`config.mk`:
```
export PLATFORM = sky130hd
export DESIGN_NAME = clz_unit_flat
export DESIGN_NICKNAME = d
export VERILOG_FILES = /design/src/rtl/clz_unit_if.sv /design/src/rtl/clz_unit.sv /design/src/flat_wrapper.sv
export SDC_FILE = /design/constraint.sdc
export NUM_CORES = 1
export LEC_CHECK = 0
export ABC_AREA = 1
export CORE_MARGIN = 2
export CORE_UTILIZATION = 40
export DETAILED_ROUTE_END_ITERATION = 8
export GPL_TIMING_DRIVEN = 0
export PLACE_DENSITY = 0.66
export SLEW_MARGIN = 20
export SYNTH_ARGS = -nofsm -noshare
export SYNTH_HDL_FRONTEND = slang
export SYNTH_SLANG_ARGS = --single-unit
export TNS_END_PERCENT = 50
```
`constraint.sdc`:
```
create_clock -name clk -period 3.3 [get_ports clk]
set_clock_uncertainty 0.1 [all_clocks]
set_input_delay 0.825 -clock clk [delete_from_list [all_inputs] [get_ports clk]]
set_output_delay 0.825 -clock clk [all_outputs]
set_load 0.02 [all_outputs]
```
`src/rtl/clz_unit_if.sv`:
```
// Handshake/bus bundle for clz_unit: operand request side and count result side.
interface clz_unit_if #(
    parameter int unsigned WIDTH = 32
);
    logic             start;
    logic             mode;
    logic [WIDTH-1:0] idata;
    logic             busy;
    logic             done;
    logic [31:0]      odata;

    modport master (
        output start, mode, idata,
        input  busy, done, odata
    );

    modport slave (
        input  start, mode, idata,
        output busy, done, odata
    );
endinterface

```
`src/rtl/clz_unit.sv`:
```
// clz_unit: multi-cycle leading-zero / leading-one counter (CLZ/CLO).
// Scans the operand CHUNK bits per clock, MSB chunk first.
// Optional feature macro: CLZ_UNIT_EARLY_EXIT_EN
//   defined   -> SCAN ends on the first chunk containing a 1 (data-dependent latency)
//   undefined -> SCAN always covers all WIDTH/CHUNK chunks (fixed latency)
module clz_unit #(
    parameter int unsigned WIDTH = 32,
    parameter int unsigned CHUNK = 4
) (
    input logic        clk,
    input logic        rst,
    clz_unit_if.slave  bus
);
    localparam int unsigned N  = WIDTH / CHUNK;
    localparam int unsigned AW = $clog2(WIDTH) + 1;
    localparam int unsigned KW = (N > 1) ? $clog2(N) : 1;

    typedef enum logic [1:0] {
        S_IDLE,
        S_SCAN,
        S_DONE
    } state_t;

    state_t           state_q, state_d;
    logic [WIDTH-1:0] sr_q, sr_d;
    logic [AW-1:0]    acc_q, acc_d;
    logic [AW-1:0]    result_q, result_d;
    logic [KW-1:0]    k_q, k_d;
    logic             found_q, found_d;
    logic [31:0]      odata_q, odata_d;

    logic [CHUNK-1:0] chunk;
    logic             chunk_any;
    logic [AW-1:0]    chunk_lz;
    logic             new_hit;
    logic             last_chunk;
    logic             scan_exit;
    logic [AW-1:0]    final_res;

    // Leading-zero count inside the top chunk of the shift register
    always_comb begin
        logic seen;
        chunk     = sr_q[WIDTH-1 -: CHUNK];
        chunk_any = |chunk;
        chunk_lz  = '0;
        seen      = 1'b0;
        for (int unsigned i = 0; i < CHUNK; i++) begin
            if (!seen) begin
                if (chunk[CHUNK-1-i]) begin
                    seen = 1'b1;
                end else begin
                    chunk_lz = chunk_lz + 1'b1;
                end
            end
        end
    end

    // Scan termination and the result that is published on SCAN exit
    always_comb begin
        new_hit    = chunk_any && !found_q;
        last_chunk = (k_q == KW'(N - 1));
`ifdef CLZ_UNIT_EARLY_EXIT_EN
        scan_exit  = new_hit || last_chunk;
`else
        scan_exit  = last_chunk;
`endif
        if (new_hit) begin
            final_res = acc_q + chunk_lz;
        end else if (found_q) begin
            final_res = result_q;
        end else begin
            final_res = AW'(WIDTH);
        end
    end

    // Next-state and datapath update for the IDLE/SCAN/DONE sequencer
    always_comb begin
        state_d  = state_q;
        sr_d     = sr_q;
        acc_d    = acc_q;
        result_d = result_q;
        k_d      = k_q;
        found_d  = found_q;
        odata_d  = odata_q;

        unique case (state_q)
            S_IDLE, S_DONE: begin
                if (bus.start) begin
                    // CLO is counted as CLZ of the inverted operand
                    sr_d     = bus.mode ? ~bus.idata : bus.idata;
                    acc_d    = '0;
                    result_d = '0;
                    k_d      = '0;
                    found_d  = 1'b0;
                    state_d  = S_SCAN;
                end else begin
                    state_d  = S_IDLE;
                end
            end
            S_SCAN: begin
                if (new_hit) begin
                    result_d = acc_q + chunk_lz;
                    found_d  = 1'b1;
                end else begin
                    acc_d    = acc_q + AW'(CHUNK);
                end
                sr_d = sr_q << CHUNK;
                k_d  = k_q + 1'b1;
                if (scan_exit) begin
                    result_d = final_res;
                    odata_d  = 32'(final_res);
                    state_d  = S_DONE;
                end
            end
            default: begin
                state_d = S_IDLE;
            end
        endcase
    end

    // State register with synchronous active-high reset
    always_ff @(posedge clk) begin
        if (rst) begin
            state_q  <= S_IDLE;
            sr_q     <= '0;
            acc_q    <= '0;
            result_q <= '0;
            k_q      <= '0;
            found_q  <= 1'b0;
            odata_q  <= '0;
        end else begin
            state_q  <= state_d;
            sr_q     <= sr_d;
            acc_q    <= acc_d;
            result_q <= result_d;
            k_q      <= k_d;
            found_q  <= found_d;
            odata_q  <= odata_d;
        end
    end

    assign bus.busy  = (state_q == S_SCAN);
    assign bus.done  = (state_q == S_DONE);
    assign bus.odata = odata_q;

endmodule

```
`src/flat_wrapper.sv`:
```
// flat-port wrapper written by rule: the top's interface ports become plain ports
module clz_unit_flat 
#(
    parameter int unsigned WIDTH = 32,
    parameter int unsigned CHUNK = 4
)
  (clk, rst, bus_start, bus_mode, bus_idata, bus_busy, bus_done, bus_odata);
  clz_unit_if #(.WIDTH(WIDTH)) bus_i ();
  input logic clk;
  input logic rst;
  input wire logic [$bits(bus_i.start)-1:0] bus_start;
  input wire logic [$bits(bus_i.mode)-1:0] bus_mode;
  input wire logic [$bits(bus_i.idata)-1:0] bus_idata;
  output wire logic [$bits(bus_i.busy)-1:0] bus_busy;
  output wire logic [$bits(bus_i.done)-1:0] bus_done;
  output wire logic [$bits(bus_i.odata)-1:0] bus_odata;
  assign bus_i.start = bus_start;
  assign bus_i.mode = bus_mode;
  assign bus_i.idata = bus_idata;
  assign bus_busy = bus_i.busy;
  assign bus_done = bus_i.done;
  assign bus_odata = bus_i.odata;
  clz_unit #(.WIDTH(WIDTH), .CHUNK(CHUNK)) u_core (.clk(clk), .rst(rst), .bus(bus_i));
endmodule
```
== After elaboration in Yosys (flattened, before gate mapping) ==
Index checks and enable logic that the tools add are counted.

* Flip-flop bits (word level): 56
* Input bits: 36
* Output and inout bits: 34
* Logic and storage cells: 64

* $add $sub $neg: 6
* Equal/unequal tests: 8
* Mux-type cells: 31
* Bitwise gates (word level): 1
* Reduce and logical (&&, ||, !) cells: 11

{| class="wikitable"
|+ Operator list
! kind !! number
|-
| $mux 6 || 12
|-
| $mux 32 || 2
|-
| $pmux 32 s2 || 1
|-
| $not 32->32 || 1
|-
| $pmux 6 s2 || 2
|-
| $add 6x1->6 const B || 2
|-
| $mux 1 || 9
|-
| $reduce_and 3->1 || 3
|-
| $add 6x3->6 const B || 1
|-
| $add 6x6->6 || 1
|-
| $pmux 3 s2 || 1
|-
| $ne 2x1->1 const B || 2
|-
| $ne 2x2->1 const B || 2
|-
| $pmux 2 s2 || 1
|-
| $reduce_and 2->1 || 2
|-
| $reduce_or 4->1 || 1
|-
| $add 3x1->3 const B || 1
|-
| $eq 3x3->1 const B || 1
|-
| $mux 3 || 1
|-
| $ne 3x1->1 const B || 1
|-
| $add 1x1->2 const B || 1
|-
| $eq 2x1->1 const B || 1
|-
| $eq 2x2->1 const B || 1
|-
| $logic_not 2->1 || 1
|-
| other kinds (6) || 6
|}

== Longest topological paths before layout ==
Gate-level depths: netlist of the first run.

* Depth in word-level cells: 14
* Gate-level depth with buffers: 15
* Depth with buffers taken out: 15

== Worst setup path before layout of the first run ==
No wires, ideal clock.

* Path kind: register to output
* Start point: register u_core.state_q[0]
* End point: output port bus_busy
* Arrival: 0.840 ns
* Required time: 2.375 ns
* Slack: 1.535 ns
* Stages on the path, launching flop included: 4
* Buffers on the path: 1
* Cell sequence: dfxtp_1 nand2_4 inv_1 buf_2

* Longest elaborated chain between the ends: 1

{| class="wikitable"
|+ Ends and longest elaborated chain
! what !! RTL line !! RTL
|-
| start: declaration || clz_unit.sv:24 || <nowiki>state_t state_q, state_d;</nowiki>
|-
| start signal: assignment || clz_unit.sv:132 || <nowiki>state_q <= state_d;</nowiki>
|-
| $eq 2x1->1 || clz_unit.sv:142 || <nowiki>assign bus.busy = (state_q == S_SCAN);</nowiki>
|-
| end: declaration || flat_wrapper.sv:14 || <nowiki>output wire logic [$bits(bus_i.busy)-1:0] bus_busy;</nowiki>
|}

No other way between the ends.

== Worst setup path in the final report of the first run ==
Same ends and word-level chain as after synthesis.

==> out/metrics.json, run 1 <==
{
  "setup_path": {
    "cpMaxStageDelayCell": "sky130_fd_sc_hd__clkdlybuf4s50_1",
    "critPathBufInv": 3,
    "end_kind": "output pin",
    "timing.critical_path.arrival_ns": 1.97,
    "critical_path.cell_chain": "nand2_4, inv_1, buf_2, clkdlybuf4s50_1",
    "path_delay_family": "buffers and inverters",
    "delay_of_the_slowest_critical_path_stage_ns": 0.65,
    "worstSetupStartpointType": "register",
    "critical_path_class": "reg2out",
    "worst-endpoint-required_ns": 2.37,
    "timing.critical_path.fanout_max": 10
  },
  "clock_tree": {
    "tritoncts": "built",
    "cts.htree.levels": 2,
    "clock-root-buffer": "sky130_fd_sc_hd__clkbuf_8",
    "clock_insertion_delay_worst_skew_ns": 0.31,
    "postCtsResizedCells": 0,
    "number_of_setup_buffers_added_after_cts": 0,
    "cts.path.max_buffers": 2,
    "numClockSinks": 54,
    "cts_buffers": 5,
    "clk_pin_slew_worst_paths_ns": 0.10,
    "hold_bufs_inserted_after_cts": 0
  },
  "logic_synthesis": {
    "synth.ff_latch_count": 54,
    "synth_largest_type_area_fraction_pct": 34.18,
    "synth_enable_flop_cells": 0,
    "synth.yosys.warnings": 0,
    "postSynthCellCount": 441,
    "syn-mean-instance-area_um2": 7.172,
    "post_synth_main_area_contributors": "sky130_fd_sc_hd__dfxtp_1 34%, sky130_fd_sc_hd__nand2_1 13%, sky130_fd_sc_hd__inv_1 7.7%",
    "yosys_most_used_dff": "sky130_fd_sc_hd__dfxtp_1",
    "syn-cell-area_mm2": 0.003163,
    "combinational_family_with_the_most_area_after_synthesis": "simple AND/OR/NAND/NOR gates",
    "ys_seq_area_share_pct": 34.18,
    "async_reset_ff_share_pct": 0,
    "synth_fa_ha_area_share_pct": 2.769,
    "multiplexer_area_fraction_after_synthesis_pct": 0,
    "synth_compound_gate_area_share_pct": 18.08,
    "synth-simple-area-share_pct": 19.98,
    "yosysTopAreaCell": "sky130_fd_sc_hd__dfxtp_1",
    "post_synth_cell_types": 30,
    "synth_xor_area_share_pct": 6.646
  },
  "job": {
    "max_cap_viol_count": 0
  },
  "die": {
    "die_area_mm2": 0.008635,
    "row_count": 32,
    "ios": 70,
    "fp.dieW_um": 92.93,
    "start_util_pct": 41.15,
    "core_area_mm2": 0.007687,
    "die_y_um": 92.93
  },
  "pwr": {
    "power.leakage_nw": 1.842,
    "ir_drop_mv": 0.1572,
    "finalPower_mw": 1.526,
    "power.density_cell_area_mw_per_mm2": 392.2
  },
  "timing": {
    "maxSlewHeadroom_pct": 60.84,
    "timing_hold_violations_final": 0,
    "hold_ws_ns": 0.3711,
    "slew_viol_final": 0,
    "min_clock_period_post_route_ns": 2.896,
    "clock.fmax_mhz": 345.3,
    "worst_slew_pin_slew_ns": 0.5874,
    "fin_tns_setup_ns": 0,
    "timing.final.crit_share_pct": 87.75,
    "rsz_0062_raised_after_global_routing": "false",
    "timing.final.setup_violations": 0
  },
  "cells_and_area": {
    "stdcell_count": 618,
    "multi_input_area_mm2": 0.001603,
    "count_of_fill_cells_added_during_filler_insertion": 785,
    "drive_above_1_share_pct": 13.18,
    "regArea_mm2": 0.001081,
    "finalNetCount": 558,
    "layout-area-overhead-vs-synth_pct": 22.98,
    "insertedDiodeCount": 0,
    "final_util_pct": 50.60
  },
  "grt": {
    "grt.overflow.total": 0,
    "first_global_vias": 2634,
    "grt_start_max_net_pins": 16,
    "antenna_found_initial": 0,
    "grt_first_pass_wirelength_um": 12650,
    "total_global_route_track_usage_pct": 18.37
  },
  "placement": {
    "place.port_buffers": 41,
    "place_inst": 610,
    "post-dp-hpwl_um": 5663,
    "place_congestion": 0.8930
  },
  "detailed_routing": {
    "wl_per_cell_um": 12.35,
    "dr_total_vias": 2928,
    "detail_route.iter0.violations": 205,
    "antenna_violating_nets_post_route": 0,
    "detail_route.wirelength_um": 7631,
    "drt_drc_violations_left": 0,
    "vias_per_cell": 4.738,
    "first_pass_iters": 5
  },
  "outcome": {
    "outcome": "completed"
  },
  "hold_path": {
    "hp-class": "reg2reg"
  }
}
-- metal layers --
metal	global-route usage, %	part of all wire [%]	vias up
met5	0	0	-
met4	4.534	0.97	0
met3	3.499	5.9	6
met2	30.74	47	96
met1	24.36	46	1332
li1	-	-	1494
-- sequential cells by signal (all words and copies together), names as in the netlist --
name              cells
u_core.k_q            3
u_core.bus.odata      6
u_core.found_q        1
u_core.sr_q          32
u_core.result_q       6
u_core.state_q        2
u_core.acc_q          4
-- cells in the mapped netlist (7+ instances only) --
cell type	instances
sky130_fd_sc_hd__ha_1	7
sky130_fd_sc_hd__a21oi_1	36
sky130_fd_sc_hd__nand2_1	109
sky130_fd_sc_hd__buf_2	11
sky130_fd_sc_hd__o211ai_1	8
sky130_fd_sc_hd__o21ai_0	24
sky130_fd_sc_hd__buf_4	30
sky130_fd_sc_hd__inv_1	65
sky130_fd_sc_hd__nor2_1	15
sky130_fd_sc_hd__dfxtp_1	54
sky130_fd_sc_hd__xnor2_1	20
sky130_fd_sc_hd__nand3_1	12
-- area by class of cell --
class,instances,share of cell area (%)
Tap cell,102,3.281
Timing Repair Buffer,41,10.55
Multi-Input combinational cell,297,41.20
Clock inverter,1,0.1287
Clock buffer,7,2.219
Sequential cell,54,27.79
Inverter,69,6.658
Buffer,47,8.170
-- worst register-to-register path, delay by kind of cell (launching register included) --
| family | cells | cell delay, ns |
|---|---|---|
| compound gates | 2 | 0.32 |
| flops | 1 | 0.36 |
| fa+ha+maj | 2 | 0.39 |
| simple gates | 8 | 0.61 |
| buf+inv | 2 | 0.13 |
-- power breakdown --
group          total (mW)  switching, mW  internal [mW]
clock network       0.390          0.220          0.170
registers           0.723         0.0262          0.697
logic               0.412          0.238          0.173
-- worst paths after layout --
| kind | from | to | slack [ns] | cells past startpoint |
|---|---|---|---|---|
| setup reg to reg | u_core.sr_q[31] | u_core.bus.odata[4] | 1.35 | 14 |
| setup / recovery | u_core.state_q[0] | bus_busy | 0.40 | 4 |
| hold / removal | u_core.bus.odata[2] | u_core.bus.odata[2] | 0.37 | 2 |
| hold reg to reg | u_core.bus.odata[2] | u_core.bus.odata[2] | 0.37 | 2 |
-- cell usage in the layout (no fill, tap or decap), types with 7 or more instances in the layout --
cell / Yosys / final
sky130_fd_sc_hd__clkdlybuf4s50_1: 0 / 41
sky130_fd_sc_hd__ha_1: 7 / 7
sky130_fd_sc_hd__o21ai_0: 24 / 24
sky130_fd_sc_hd__nor2_1: 15 / 15
sky130_fd_sc_hd__dfxtp_1: 54 / 54
sky130_fd_sc_hd__buf_4: 30 / 30
sky130_fd_sc_hd__buf_2: 11 / 11
sky130_fd_sc_hd__o211ai_1: 8 / 8
sky130_fd_sc_hd__nand2_1: 109 / 109
sky130_fd_sc_hd__inv_1: 65 / 65
sky130_fd_sc_hd__conb_1: 1 / 27
sky130_fd_sc_hd__a21oi_1: 36 / 36
sky130_fd_sc_hd__nand3_1: 12 / 12
sky130_fd_sc_hd__xnor2_1: 20 / 20
-- per-stage QoR --
stage / worst slack, ns / area [µm²]
6_report: 0.4043 / 3890
2_1_floorplan: 1.535 / 3261
5_1_grt: 0.3337 / 3890
3_3_place_gp: 0.7878 / 3799
3_5_place_dp: 0.7795 / 3799
4_1_cts: 0.4158 / 3890
-- cell families (layout without fill, tap and decap cells) --
group,Yosys count,count (layout)
DFF,54,54
adders and majority gates,7,7
AOI/OAI and AO/OA,91,91
other,1,27
buffers and inverters,116,165
xor gates and xnor gates,24,24
and+or+nand+nor,148,148
Power figures use the tool's default switching activity.
==> run 2, diff against run 1 <==
--- a/config.mk
+++ b/config.mk
@@ -7,10 +7,10 @@
 export LEC_CHECK = 0
 export ABC_AREA = 1
 export CORE_MARGIN = 2
-export CORE_UTILIZATION = 40
+export CORE_UTILIZATION = 55
 export DETAILED_ROUTE_END_ITERATION = 8
 export GPL_TIMING_DRIVEN = 0
-export PLACE_DENSITY = 0.66
+export PLACE_DENSITY = 0.86
 export SLEW_MARGIN = 20
 export SYNTH_ARGS = -nofsm -noshare
 export SYNTH_HDL_FRONTEND = slang
==> constraint.sdc (replaced) <==
create_clock -name clk -period 3.3 [get_ports clk]
set_clock_uncertainty 0.1 [all_clocks]
set_input_delay 0.495 -clock clk [delete_from_list [all_inputs] [get_ports clk]]
set_output_delay 0.495 -clock clk [all_outputs]
set_load 0.02 [all_outputs]
==> out/metrics.json, run 2 (synthesis gave the netlist of run 1 again) <==
{
  "outcome": {
    "outcome": "completed"
  },
  "cells_and_area": {
    "insertedDiodeCount": 0,
    "mostFrequentLayoutCells": "109 x sky130_fd_sc_hd__nand2_1, 65 x sky130_fd_sc_hd__inv_1, 54 x sky130_fd_sc_hd__dfxtp_1",
    "max_flop_register": "u_core.sr_q",
    "fin_area_mm2": 0.003844,
    "finalNetCount": 558,
    "largest_register_ffs": 32,
    "drive_above_1_share_pct": 13.04,
    "mostFrequentLayoutCell": "sky130_fd_sc_hd__nand2_1",
    "layout-area-overhead-vs-synth_pct": 21.52
  },
  "clock_tree": {
    "postCtsResizedCells": 0,
    "clk_pin_slew_worst_paths_ns": 0.10,
    "numClockSinks": 54,
    "hold_bufs_inserted_after_cts": 0,
    "tritoncts": "built",
    "cts_buffers": 5,
    "number_of_setup_buffers_added_after_cts": 0,
    "cts.path.max_buffers": 2,
    "cts.htree.levels": 2,
    "clock-root-buffer": "sky130_fd_sc_hd__clkbuf_8",
    "clock_insertion_delay_worst_skew_ns": 0.31
  },
  "die": {
    "die_y_um": 79.84,
    "core_area_mm2": 0.005540,
    "row_count": 27,
    "start_util_pct": 57.09,
    "ios": 70,
    "fp.dieW_um": 79.84,
    "die_area_mm2": 0.006374
  },
  "grt": {
    "grt_first_pass_wirelength_um": 12230,
    "total_global_route_track_usage_pct": 24.02,
    "grt.overflow.total": 0,
    "first_global_vias": 2838,
    "antenna_found_initial": 0,
    "grt_start_max_net_pins": 15
  },
  "setup_path": {
    "crit_path_start": "u_core.state_q[0]",
    "critPathCapture": "bus_busy",
    "worstSetupStartpointType": "register",
    "reg2regPathDepth": 14,
    "timing.critical_path.fanout_max": 10,
    "reg2reg_to": "u_core.result_q[4]",
    "worst-r2r-setup-slack_ns": 1.36,
    "end_kind": "output pin",
    "worst-endpoint-required_ns": 2.70,
    "critical_path_class": "reg2out",
    "timing.critical_path.arrival_ns": 1.96,
    "rr_startpoint": "u_core.sr_q[30]"
  },
  "placement": {
    "post-dp-hpwl_um": 5330,
    "place.port_buffers": 41,
    "place_congestion": 0.9009,
    "detailed_place.area_mm2": 0.003761
  },
  "detailed_routing": {
    "drt_drc_violations_left": 0,
    "dr_total_vias": 2954,
    "detail_route.wirelength_um": 7299,
    "wl_per_cell_um": 12.46,
    "first_pass_iters": 4,
    "detail_route.iter0.violations": 257,
    "antenna_violating_nets_post_route": 0,
    "vias_per_cell": 5.041
  },
  "timing": {
    "min_clock_period_post_route_ns": 2.552,
    "maxSlewHeadroom_pct": 61.38,
    "fin_tns_setup_ns": 0,
    "timing.final.crit_share_pct": 77.34,
    "rsz_0062_raised_after_global_routing": "false",
    "timing_hold_violations_final": 0,
    "clock.fmax_mhz": 391.8,
    "slew_viol_final": 0,
    "hold_ws_ns": 0.3610,
    "worst_slew_pin_slew_ns": 0.5793,
    "timing.final.setup_violations": 0
  },
  "pwr": {
    "power.density_cell_area_mw_per_mm2": 393.6,
    "power.leakage_nw": 1.837,
    "finalPower_mw": 1.513,
    "ir_drop_mv": 0.2508
  },
  "job": {
    "max_cap_viol_count": 0
  },
  "hold_path": {
    "hp-class": "in2reg",
    "min_from": "rst"
  }
}
==> run 2: worst min-delay path by stage <==
stage,end,slack (ns),depth (start not counted)
2_1_floorplan,u_core.k_q[0],0.33,1
3_3_place_gp,u_core.k_q[0],0.35,1
3_5_place_dp,u_core.k_q[0],0.35,1
4_1_cts,u_core.sr_q[2],0.37,2
5_1_grt,u_core.sr_q[3],0.38,2
6_report,u_core.state_q[0],0.36,2
==> run 2: routing by layer <==
metal  vias up  part of all wire, %  track usage, %
met5         -                    0               0
met4         0                  2.1           11.86
met3        19                  7.0           3.394
met2       122                   47           39.41
met1      1323                   44           30.87
li1       1490                    -               -
==> run 2: cell type report <==
cell class | instances | area, µm²
buffer | 47 | 317.8
tap | 72 | 90.09
timing repair buffer | 41 | 410.4
clock buffer | 6 | 82.58
multi-input combinational | 297 | 1603
sequential | 54 | 1081
fill | 469 | 1697
inverter | 69 | 259.0
==> run 2: worst max-delay path, stage by stage, from the launching register on <==
cell and delay [ns]:
sky130_fd_sc_hd__dfxtp_1 0.42, sky130_fd_sc_hd__nand2_4 0.14, sky130_fd_sc_hd__inv_1 0.16, sky130_fd_sc_hd__buf_2 0.27, sky130_fd_sc_hd__clkdlybuf4s50_1 0.65
==> run 2: power by group <==
part	internal, mW	switching, mW
clock network	0.163	0.215
logic	0.174	0.238
registers	0.697	0.0266
==> run 2: metrics by stage <==
step / utilization [%] / setup slack [ns] / std cells
finish: 69.38 / 0.7477 / 586
global route: 69.38 / 0.6747 / 586
CTS: 69.38 / 0.7557 / 586
detailed placement: 67.89 / 1.106 / 580
global placement: 67.89 / 1.125 / 580
floorplan: - / 1.588 / 467
